## src/rtl/sar_adc_ctrl.sv

```systemverilog
// Successive-approximation ADC sequencer: feature mux, sample/hold and
// N-bit capacitive DAC, one quantized feature per N+1 cycles.
module sar_adc_ctrl #(
  parameter int N        = 4,
  parameter int NUM_FEAT = 10
) (
  input  logic                        clk,
  input  logic                        rst_n,
  input  logic                        en,
  input  logic                        cmp_in,
  output logic                        sample,
  output logic [N-1:0]                dac_code,
  output logic [$clog2(NUM_FEAT)-1:0] feat_sel,
  output logic [N-1:0]                quant_feat,
  output logic                        feat_valid,
  output logic                        frame_done,
  output logic                        busy
);

  localparam int BW = $clog2(N);
  localparam int FW = $clog2(NUM_FEAT);

  typedef enum logic [1:0] {
    IDLE,
    SAMPLE,
    CONVERT
  } state_t;

  state_t         state_q, state_d;
  logic [BW-1:0]  bit_q, bit_d;
  logic [N-1:0]   acc_q, acc_d;
  logic [FW-1:0]  sel_q, sel_d;
  logic [N-1:0]   qf_q, qf_d;
  logic           fv_q, fv_d;
  logic           fd_q, fd_d;
  logic           last_sel;

  assign last_sel = (sel_q == FW'(NUM_FEAT - 1));

  always_ff @(posedge clk) begin
    if (!rst_n) begin
      state_q <= IDLE;
      bit_q   <= '0;
      acc_q   <= '0;
      sel_q   <= '0;
      qf_q    <= '0;
      fv_q    <= 1'b0;
      fd_q    <= 1'b0;
    end else begin
      state_q <= state_d;
      bit_q   <= bit_d;
      acc_q   <= acc_d;
      sel_q   <= sel_d;
      qf_q    <= qf_d;
      fv_q    <= fv_d;
      fd_q    <= fd_d;
    end
  end

  always_comb begin
    state_d  = state_q;
    bit_d    = bit_q;
    acc_d    = acc_q;
    sel_d    = sel_q;
    qf_d     = qf_q;
    fv_d     = 1'b0;
    fd_d     = 1'b0;
    sample   = 1'b0;
    dac_code = '0;
    busy     = 1'b0;
    unique case (state_q)
      IDLE: begin
        if (en) begin
          state_d = SAMPLE;
          sel_d   = '0;
        end
      end
      SAMPLE: begin
        sample  = 1'b1;
        busy    = 1'b1;
        state_d = CONVERT;
        bit_d   = BW'(N - 1);
        acc_d   = '0;
      end
      CONVERT: begin
        busy          = 1'b1;
        dac_code      = acc_q | (N'(1) << bit_q);
        acc_d[bit_q]  = cmp_in;
        bit_d         = bit_q - BW'(1);
        if (bit_q == '0) begin
          // final bit goes straight from the comparator into the result
          qf_d = {acc_q[N-1:1], cmp_in};
          fv_d = 1'b1;
          if (!last_sel) begin
            sel_d   = sel_q + FW'(1);
            state_d = SAMPLE;
          end else begin
            fd_d = 1'b1;
            if (en) begin
              sel_d   = '0;
              state_d = SAMPLE;
            end else begin
              state_d = IDLE;
            end
          end
        end
      end
      default: state_d = IDLE;
    endcase
  end

  assign feat_sel   = sel_q;
  assign quant_feat = qf_q;
  assign feat_valid = fv_q;
  assign frame_done = fd_q;

endmodule

```

## config.mk

```make
export PLATFORM = sky130hd
export DESIGN_NAME = sar_adc_ctrl
export DESIGN_NICKNAME = d
export VERILOG_FILES = /design/src/rtl/sar_adc_ctrl.sv
export SDC_FILE = /design/constraint.sdc
export NUM_CORES = 1
export LEC_CHECK = 0
export ABC_AREA = 1
export CAP_MARGIN = 20
export CORE_MARGIN = 5
export CORE_UTILIZATION = 40
export CTS_CLUSTER_SIZE = 14
export DETAILED_ROUTE_END_ITERATION = 12
export DONT_BUFFER_PORTS = 1
export PLACE_DENSITY = 0.61
export SYNTH_ARGS = -nofsm -noshare
export SYNTH_HDL_FRONTEND = slang
export SYNTH_SLANG_ARGS = --single-unit
```

## constraint.sdc

```tcl
create_clock -name clk -period 1.5 [get_ports clk]
set_input_delay 0.3 -clock clk [delete_from_list [all_inputs] [get_ports clk]]
set_output_delay 0.3 -clock clk [all_outputs]
set_load 0.02 [all_outputs]
```

==> results of run 1 <==
==> final timing paths <==
check / start / endpoint
max: state_q[0] / dac_code[1]
min: rst_n / state_q[0]
max reg2reg: state_q[0] / feat_sel[3]
min reg2reg: acc_q[1] / acc_q[1]
==> power breakdown <==
part | switching (mW) | leakage [nW] | total, mW | internal (mW)
Combinational | 0.712 | 0.353 | 1.22 | 0.512
Sequential | 0.0942 | 0.147 | 0.673 | 0.579
Clock | 0.156 | 0.0210 | 0.304 | 0.148
Total | 0.962 | 0.521 | 2.20 | 1.24
==> cells in the mapped netlist <==
cell type  instances
nand2_1           24
inv_1             19
dfxtp_1           18
a21oi_1           13
o21ai_0           13
ha_1              10
nand3_1            6
nor2_1             3
a31oi_1            2
buf_2              2
nand2_2            2
o21ai_1            2
clkinv_2           1
inv_2              1
nand3_2            1
nand4_1            1
o211ai_1           1
o21bai_1           1
o22ai_2            1
or2_1              1
==> critical path, cell delays in order, from the launching register on <==
cell and delay, ns:
dfxtp_2 0.34, inv_2 0.08, ha_4 0.20, inv_4 0.06
o21ai_1 0.11, buf_4 0.15
==> final cells by class <==
class                   count  area share [%]
multi-input cells          81           45.58
repair buffers             17           12.45
inverters                  21           6.928
flip-flops and latches     18           29.32
clock buffers               4           2.912
well taps                  28           2.811
==> per-stage QoR <==
step	area [µm²]	total power [mW]	utilization (%)	TNS, ns
after floorplan	922.1	1.281	-	0
after global placement	1022	1.489	46.21	0
after detailed placement	1022	1.515	46.21	0
after CTS	1135	1.988	51.30	-0.1845
after global routing	1246	2.368	56.33	-0.5029
final	1246	2.201	56.33	-0.1037
==> cells by family after synthesis <==
kind of cell	after synthesis
buffers and inverters	23
adders and majority gates	10
and+or+nand+nor	38
AOI/OAI and AO/OA	33
DFF	18
==> what timing repair did <==
item                                    CTS  global route
pin swaps                                 4             5
resized for setup                        21            23
endpoints found under the setup margin    5            11
gates cloned                              0             0
buffers inserted                          2             5
==> routing by layer <==
layer	wire, µm	GRT usage, %	share of wire (%)
met2	1183	23.71	51
met4	52	4.967	2.2
met5	0	0	0
met3	131	4.232	5.7
met1	946	17.36	41
==> sequential cells by signal, summed over array words and instances (netlist names) <==
register and cells:
bit_q 2, quant_feat 4, feat_valid 1, feat_sel 4, acc_q 4, frame_done 1
state_q 2
==> results.py, run 1 <==
metrics = {
    "outcome": {
        "outcome": "finished, violations left",
        "violations": "design-rule violations, negative setup slack",
    },
    "sta": {
        "tightest_slew_ns": 0.2841,
        "setup_violations": 4,
        "relSlewSlack_pct": 81.06,
        "fmax_mhz": 649.0,
        "finalCritPeriodShare_pct": 102.7,
        "finalClockSkew_ns": 0.007770,
        "report.final.slew_viol_count": 0,
        "hold_ws_ns": 0.1119,
        "setup_ws_ns": -0.04080,
        "finalHoldViolCount": 0,
        "rsz0062_at_grt": "yes",
        "fin_crit_ns": 1.541,
    },
    "detailed_routing": {
        "vias_per_cell": 5.006,
        "wl_mm": 2.314,
        "dr.first_iter.drc_count": 32,
        "drc": 2,
        "drtPass1Iterations": 8,
        "avgRoutedWirePerCell_um": 13.69,
        "vias": 846,
        "antenna_left": 0,
    },
    "placement": {
        "dp.cells": 158,
        "pre_cts_slack_ns": 0.03558,
        "dpl.hpwl_mm": 1.615,
        "port_buffers": 0,
        "routabilityCongestion": 0.7164,
    },
    "logic_synthesis": {
        "synth_area_leaders": "dfxtp_1, ha_1, nand2_1, inv_1, a21oi_1",
        "synth-xor-area-share_pct": 0,
        "syn_area_per_cell_um2": 7.558,
        "ys_ff_latch": 18,
        "synth_top_cell_by_area": "dfxtp_1",
        "syn_area_um2": 922.1,
        "ys_warn_count": 0,
        "synth-compound-area-share_pct": 19.54,
        "synthMuxAreaShare_pct": 0,
        "ys_seq_area_share_pct": 39.08,
        "synth_cells": 122,
        "netlist-cell-type-count": 20,
        "synth_top_area_share_pct": 39.08,
        "synth_top_family_by_area": "compound AO/OA/AOI/OAI gates",
        "syn_nets": 136,
        "synthSimpleGateAreaFrac_pct": 18.05,
        "yosys.area_share.adder_pct": 13.57,
    },
    "floorplanning": {
        "die_x_um": 58.02,
        "dieHeight_um": 58.02,
        "core-area_um2": 2212,
        "rows": 17,
        "dieArea_um2": 3366,
        "num_io_pins": 20,
        "start_util_pct": 41.69,
    },
    "layout": {
        "diodes": 0,
        "synthToLayoutAreaGrowth_pct": 35.14,
        "fillers": 221,
        "seqCellArea_um2": 365.4,
        "drive_gt1_share_pct": 35.46,
        "fin_cells": 169,
        "final_cell_mix": "nand2_1, inv_1, dfxtp_1",
        "nets": 156,
        "final_common_cell": "nand2_1",
        "multi_input_area_um2": 568.0,
    },
    "grt": {
        "grt-ovfl-total": 0,
        "grt_max_degree": 13,
        "antenna_found_initial": 0,
        "grt_pass1_vias": 809,
        "grt_pass1_wl_mm": 3.719,
        "grt.total_usage_pct": 14.24,
    },
    "critical_path": {
        "cp-start-kind": "flop",
        "critical_path_class": "flop to output pin",
        "reg2regPathDepth": 9,
        "worstPathMaxFanout": 6,
        "end_kind": "output pin",
        "cp.required_ns": 1.20,
        "reg2reg_setup_slack_ns": 0.06,
        "cp.arrival_ns": 1.24,
    },
    "pwr": {
        "power_density_nw_per_um2": 1766,
        "p_leak_nw": 0.5212,
        "ir_worst_vdd_uv": 1444,
    },
    "clock_tree": {
        "cts.sinks": 18,
        "h-tree-depth": 1,
        "clock_latency_ns": 0.30,
        "cts-root-buf": "clkbuf_4",
        "cts_buffers": 3,
        "tritoncts": "yes",
        "cts.reportedPaths.clkPinSlew_ns": 0.10,
        "ctsHoldBuffers": 0,
        "clock_path_buffers": 2,
    },
    "worst_hold_path": {
        "min_path_cells": 2,
        "hold_class": "primary input to flop",
    },
    "job": {
        "maxCapViolations": 0,
    },
}
No activity file was read; power rests on OpenSTA's default activity.
==> run 2: changes to the inputs <==
- SLEW_MARGIN: default -> 20
==> results of run 2 <==
Final layout, timing and power as in run 1 (identical DEF).
